[config.mk]
export PLATFORM = sky130hd
export DESIGN_NAME = spi_master_param
export DESIGN_NICKNAME = d
export VERILOG_FILES = /design/src/rtl/spi_pkg.sv /design/src/rtl/spi_clk_gen.sv /design/src/rtl/spi_master_param.sv
export SDC_FILE = /design/constraint.sdc
export NUM_CORES = 1
export LEC_CHECK = 0
export CORE_MARGIN = 3
export CORE_UTILIZATION = 40
export CTS_BUF_LIST = sky130_fd_sc_hd__clkbuf_16
export CTS_CLUSTER_DIAMETER = 50
export CTS_CLUSTER_SIZE = 30
export DETAILED_ROUTE_END_ITERATION = 10
export DONT_BUFFER_PORTS = 1
export GPL_TIMING_DRIVEN = 0
export SLEW_MARGIN = 5
export SYNTH_ARGS = -nofsm -noshare
export SYNTH_HDL_FRONTEND = slang
export SYNTH_SLANG_ARGS = --single-unit
[constraint.sdc]
create_clock -name clk -period 2.98 [get_ports clk]
set_clock_uncertainty 0.1 [all_clocks]
set_input_delay 0.596 -clock clk [delete_from_list [all_inputs] [get_ports clk]]
set_output_delay 0.596 -clock clk [all_outputs]
set_load 0.02 [all_outputs]
[src/rtl/spi_pkg.sv]
// Shared encodings for the parameterised SPI master: FSM states, SPI mode
// constants and helpers that pull CPOL/CPHA out of a 2-bit mode word.
package spi_pkg;

  typedef enum logic [1:0] {
    ST_IDLE  = 2'd0,
    ST_SETUP = 2'd1,
    ST_XFER  = 2'd2,
    ST_TRAIL = 2'd3
  } spi_state_e;

  localparam logic [1:0] MODE0 = 2'b00;
  localparam logic [1:0] MODE1 = 2'b01;
  localparam logic [1:0] MODE2 = 2'b10;
  localparam logic [1:0] MODE3 = 2'b11;

  localparam int CPOL_BIT = 1;
  localparam int CPHA_BIT = 0;

  function automatic logic cpol(input logic [1:0] m);
    return m[CPOL_BIT];
  endfunction

  function automatic logic cpha(input logic [1:0] m);
    return m[CPHA_BIT];
  endfunction

endpackage

[src/rtl/spi_clk_gen.sv]
// Half-period divider and SCK edge indexer. edge_cnt_o is the index of the
// edge that fires on the current tick; index 2*DATA_W+1 marks end of XFER.
module spi_clk_gen #(
  parameter int DATA_W  = 8,
  parameter int CLK_DIV = 2,
  parameter int EW      = $clog2(2*DATA_W+3)
) (
  input  logic          clk,
  input  logic          rst,
  input  logic          run_i,
  input  logic          clear_i,
  input  logic          cpha_i,
  output logic          tick_o,
  output logic [EW-1:0] edge_cnt_o,
  output logic          sample_en_o,
  output logic          shift_en_o
);

  localparam int CW = (CLK_DIV > 1) ? $clog2(CLK_DIV) : 1;

  logic [CW-1:0] div_q;
  logic [EW-1:0] hp_q;
  logic          edge_ok;

  always_ff @(posedge clk or negedge rst) begin
    if (!rst) begin
      div_q <= '0;
      hp_q  <= '0;
    end else if (clear_i) begin
      div_q <= '0;
      hp_q  <= '0;
    end else if (run_i) begin
      if (tick_o) begin
        div_q <= '0;
        hp_q  <= hp_q + EW'(1);
      end else begin
        div_q <= div_q + CW'(1);
      end
    end
  end

  assign tick_o     = run_i && (div_q == CW'(CLK_DIV-1));
  assign edge_cnt_o = hp_q + EW'(1);
  // The tick closing the last XFER half-period carries no SCK edge.
  assign edge_ok     = tick_o && (edge_cnt_o <= EW'(2*DATA_W));
  assign sample_en_o = edge_ok && (edge_cnt_o[0] != cpha_i);
  assign shift_en_o  = edge_ok && (edge_cnt_o[0] == cpha_i);

endmodule

[src/rtl/spi_master_param.sv]
// Parameterised SPI master: runtime CPOL/CPHA, MSB/LSB order, decoded
// active-low selects with optional hold between words. Outputs registered.
module spi_master_param
  import spi_pkg::*;
#(
  parameter int DATA_W    = 8,
  parameter int CLK_DIV   = 2,
  parameter int N_SS      = 4,
  parameter int MSB_FIRST = 1,
  localparam int SEL_W    = (N_SS > 1) ? $clog2(N_SS) : 1
) (
  input  logic              clk,
  input  logic              rst,
  input  logic              start,
  input  logic [DATA_W-1:0] data_in,
  input  logic [SEL_W-1:0]  ss_sel,
  input  logic [1:0]        mode,
  input  logic              hold_ss,
  input  logic              miso,
  output logic              mosi,
  output logic              sck,
  output logic [N_SS-1:0]   ss_n,
  output logic [DATA_W-1:0] data_out,
  output logic              busy,
  output logic              new_data
);

  localparam int EW = $clog2(2*DATA_W+3);

  spi_state_e        state_q, state_d;
  logic              sck_q, sck_d, mosi_q, mosi_d;
  logic [N_SS-1:0]   ss_n_q, ss_n_d;
  logic [DATA_W-1:0] tx_q, tx_d, rx_q, rx_d, dout_q, dout_d;
  logic              busy_q, busy_d, nd_q, nd_d, hold_q, hold_d;
  logic [1:0]        mode_q, mode_d;
  logic              clear, tick, sample_en, shift_en;
  logic [EW-1:0]     edge_cnt;

  function automatic logic head(input logic [DATA_W-1:0] w);
    return (MSB_FIRST != 0) ? w[DATA_W-1] : w[0];
  endfunction

  // Shift one bit in from the far end; same direction for TX and RX.
  function automatic logic [DATA_W-1:0] shin(input logic [DATA_W-1:0] w, input logic b);
    return (MSB_FIRST != 0) ? {w[DATA_W-2:0], b} : {b, w[DATA_W-1:1]};
  endfunction

  spi_clk_gen #(.DATA_W(DATA_W), .CLK_DIV(CLK_DIV), .EW(EW)) u_clk_gen (
    .clk         (clk),
    .rst         (rst),
    .run_i       (state_q != ST_IDLE),
    .clear_i     (clear),
    .cpha_i      (cpha(mode_q)),
    .tick_o      (tick),
    .edge_cnt_o  (edge_cnt),
    .sample_en_o (sample_en),
    .shift_en_o  (shift_en)
  );

  always_ff @(posedge clk or negedge rst) begin
    if (!rst) state_q <= ST_IDLE;
    else      state_q <= state_d;
  end

  always_comb begin
    state_d = state_q;
    sck_d   = sck_q;
    mosi_d  = mosi_q;
    ss_n_d  = ss_n_q;
    tx_d    = tx_q;
    rx_d    = rx_q;
    dout_d  = dout_q;
    busy_d  = busy_q;
    mode_d  = mode_q;
    hold_d  = hold_q;
    nd_d    = 1'b0;
    clear   = 1'b0;
    unique case (state_q)
      ST_IDLE: begin
        sck_d = cpol(mode_q);
        if (!hold_ss) ss_n_d = '1;
        if (start) begin
          clear   = 1'b1;
          mode_d  = mode;
          hold_d  = hold_ss;
          busy_d  = 1'b1;
          sck_d   = cpol(mode);
          ss_n_d  = ~(N_SS'(1) << ss_sel);
          rx_d    = '0;
          state_d = ST_SETUP;
          // CPHA=0 slaves sample on edge 1, so the first bit goes out now.
          if (!cpha(mode)) begin
            mosi_d = head(data_in);
            tx_d   = shin(data_in, 1'b1);
          end else begin
            tx_d   = data_in;
          end
        end
      end
      ST_SETUP: if (tick) state_d = ST_XFER;
      ST_XFER:  if (tick && edge_cnt == EW'(2*DATA_W+1)) state_d = ST_TRAIL;
      ST_TRAIL: begin
        if (tick) begin
          state_d = ST_IDLE;
          busy_d  = 1'b0;
          nd_d    = 1'b1;
          dout_d  = rx_q;
          if (!(hold_q && hold_ss)) ss_n_d = '1;
        end
      end
      default: state_d = ST_IDLE;
    endcase
    if (sample_en || shift_en) sck_d = ~sck_q;
    if (sample_en) rx_d = shin(rx_q, miso);
    if (shift_en) begin
      mosi_d = head(tx_q);
      tx_d   = shin(tx_q, 1'b1);
    end
  end

  always_ff @(posedge clk or negedge rst) begin
    if (!rst) begin
      sck_q  <= 1'b0;
      mosi_q <= 1'b1;
      ss_n_q <= '1;
      tx_q   <= '0;
      rx_q   <= '0;
      dout_q <= '0;
      busy_q <= 1'b0;
      nd_q   <= 1'b0;
      mode_q <= MODE0;
      hold_q <= 1'b0;
    end else begin
      sck_q  <= sck_d;
      mosi_q <= mosi_d;
      ss_n_q <= ss_n_d;
      tx_q   <= tx_d;
      rx_q   <= rx_d;
      dout_q <= dout_d;
      busy_q <= busy_d;
      nd_q   <= nd_d;
      mode_q <= mode_d;
      hold_q <= hold_d;
    end
  end

  assign sck      = sck_q;
  assign mosi     = mosi_q;
  assign ss_n     = ss_n_q;
  assign data_out = dout_q;
  assign busy     = busy_q;
  assign new_data = nd_q;

endmodule

==> metrics <==
status complete, no violations; Post-Syn Area 2170 µm²; DR pass1 iterations 4; WL final 4220 µm; pwr dens approximately 1100 nW/µm²; Required @ worst endpoint 3.09 ns; placed inst area 2250 µm²; Final min period 2.39 ns; number of diodes 0; remaining global-route overflow 0; Hold Path Class in -> async; sequential fraction of the synthesis area between 40% and 50%; CP startpoint kind flop; Final #Nets roughly 240; Main synth FF type dfrtp_1; Ports 33; Async SR Flop Fraction 100%; Reg clk slew, reported paths 0.06 ns; DIE WIDTH between 70 and 80 µm; Net Count, Synth around 240; post-synthesis register bit count 43; sum of negative setup slack 0 ns; DR iter-0 viols 69; die area 6330 µm²; CTS tree built; Mapped Cells 212; initial antenna violation count 0; max_cap viols 0; via count ~1,500; max frequency 419 MHz; final hold violation count 0; Post-synth EDFFs 0; Area Overhead vs Synth 11.7%; fin. max-slew vios 0; DPL Wire Length 2860 µm; setup bufs post-CTS 0; initial core utilization 41.9%; unrepaired setup endpoints after global routing false; largest area contributor in the netlist dfrtp_1; RePlAce Congestion 0.770; synthesis warning total 0; synth unique cells 38; Syn Area/Cell between 10 and 15 µm²; H-tree levels 2; worst r2r dst mosi$_DFFE_PN1P_; fin area 2420 µm²; CP Max Fanout 10; vias per cell 5.10; flop-to-flop setup slack 0.59 ns; Die H 79.6 µm; Tot GR Track Use 14.6%; DRC violations left 0; vias in the first global route 1,503; first-pass GRT wire length 7130 µm; Worst R2R Path Depth 7; share of post-route cells with drive strength above 1 15.8%; wire length per cell approximately 14 µm; Clock Tree Buf Depth 2; Peak VDD IR 0.559 mV; Clock Latency Late Sink ~0.29 ns; CP Class reg -> reg; TritonCTS Buffers 5; area of the core 5170 µm²; CP Capture Type flop; total power 2750 µW; setup violators final 0; Buffers on Ports 0; clk sinks 43; post-synth top area share 43.9%; post-route ant nets 0; Critical Path AT 2.50 ns; Leak ~0.0011 µW; worst hold slack roughly 0.042 ns; pin count of the biggest net entering global routing 39; slew at the pin closest to its max-slew limit ~0.60 ns; Final Cycle Share 80.1%; row cnt 26; root buf cell clkbuf_16; Critical R2R Launch state_q[1]$_DFFE_PN0P_; Slew headroom 59.7%; largest cells by area after synthesis dfrtp_1, mux2_2, mux2i_1, nand2_1, dfstp_2
-- worst max-delay path by stage --
stage	to	startpoint	cells after the start	slack, ns
3_5_place_dp	mosi$_DFFE_PN1P_	state_q[0]$_DFFE_PN0P_	7	0.55
2_1_floorplan	mosi$_DFFE_PN1P_	state_q[0]$_DFFE_PN0P_	7	0.96
4_1_cts	mosi$_DFFE_PN1P_	state_q[0]$_DFFE_PN0P_	7	0.54
3_3_place_gp	mosi$_DFFE_PN1P_	state_q[0]$_DFFE_PN0P_	7	0.56
6_report	mosi$_DFFE_PN1P_	state_q[1]$_DFFE_PN0P_	7	0.59
5_1_grt	mosi$_DFFE_PN1P_	state_q[0]$_DFFE_PN0P_	7	0.35
-- synthesized netlist by cell type, types with 2 or more instances --
master    number
nor2b_1        3
or3_1          2
nor2_1         5
xor2_1         3
a21oi_1        5
dfstp_2        5
nand3_1        2
clkbuf_1       6
mux2_2        16
nand2_1       38
nand2b_1       2
ha_1           6
inv_1         15
dfrtp_1       38
o21ai_0       25
nor3b_1        3
mux2i_1       17
-- kinds of logic (layout without fill, tap and decap cells) --
| family | count (synthesis) | after routing | synth area share, % |
|---|---|---|---|
| AND/OR/NAND/NOR | 66 | 66 | 14.7 |
| flip-flops | 43 | 43 | 50.0 |
| AO/OA/AOI/OAI | 38 | 38 | 10.1 |
| multiplexers | 33 | 33 | 16.2 |
| buffers and inverters | 23 | 32 | 4.39 |
| adder cells (fa/ha/maj) | 6 | 6 | 3.47 |
| XOR/XNOR | 3 | 3 | 1.21 |
-- cell usage in the layout (no fill, tap or decap), types with 2 or more instances in the layout --
cell type,instances
clkinvlp_4,2
o21ai_0,25
or3_1,2
mux2_2,16
mux2i_1,17
ha_1,6
nand2_1,38
nor2_1,5
inv_1,15
dfrtp_1,38
nor2b_1,3
dfstp_2,5
a21oi_1,5
nor3b_1,3
clkbuf_1,6
nand3_1,2
xor2_1,3
clkbuf_16,5
nand2b_1,2
-- per-layer routing --
| layer | share of wire (%) | up-vias | GRT usage (%) |
|---|---|---|---|
| met2 | 45 | 27 | 22.4 |
| met1 | 49 | 719 | 19.3 |
| met3 | 6.1 | 2 | 5.53 |
| met4 | 0.45 | 0 | 4.12 |
| met5 | 0 | - | 0 |
| li1 | - | 735 | - |
-- through the flow --
| stage | util (%) | worst slack, ns | std cells |
|---|---|---|---|
| 2_1_floorplan | - | 0.958 | 212 |
| 3_3_place_gp | 43.6 | 0.563 | 282 |
| 3_5_place_dp | 43.6 | 0.553 | 282 |
| 4_1_cts | 46.8 | 0.538 | 291 |
| 5_1_grt | 46.8 | 0.351 | 291 |
| 6_report | 46.8 | 0.594 | 291 |
-- power by group --
part	total (µW)	internal (µW)	switching (µW)
registers	1190	877	311
clock network	537	309	228
logic	1020	488	535
total	2750	1670	1070
-- critical path, cell delays in order, from the launching register on --
cell and delay (ns):
dfrtp_1 0.43, inv_1 0.10, ha_1 0.19, clkbuf_1 0.38, nand2_1 0.34, nor2_1 0.18
mux2_2 0.34, mux2_2 0.26
-- area by class of cell --
| type | instances | area [µm²] |
|---|---|---|
| Clock buffer | 5 | 125 |
| Timing Repair Buffer | 1 | 20.0 |
| Tap cell | 70 | 87.6 |
| Inverter | 15 | 56.3 |
| Sequential cell | 43 | 1080 |
| Clock inverter | 3 | 20.0 |
| Fill cell | 501 | 2750 |
| Multi-Input combinational cell | 146 | 988 |
| Buffer | 8 | 38.8 |
-- flip-flops by register name, indices dropped and copies added (netlist names) --
| signal | count |
|---|---|
| state_q | 2 |
| hold_q | 1 |
| sck | 1 |
| rx_q | 8 |
| mode_q | 2 |
| u_clk_gen.hp_q | 5 |
| mosi | 1 |
| data_out | 8 |
| tx_q | 8 |
| ss_n | 4 |
| u_clk_gen.div_q | 1 |
| busy | 1 |
| new_data | 1 |
-- timing repair --
item                      CTS  global route
hold endpoints to repair   38             0
hold buffers                1             0
resized for setup           0             0
Note: power is estimated with default switching activity, not from simulation.
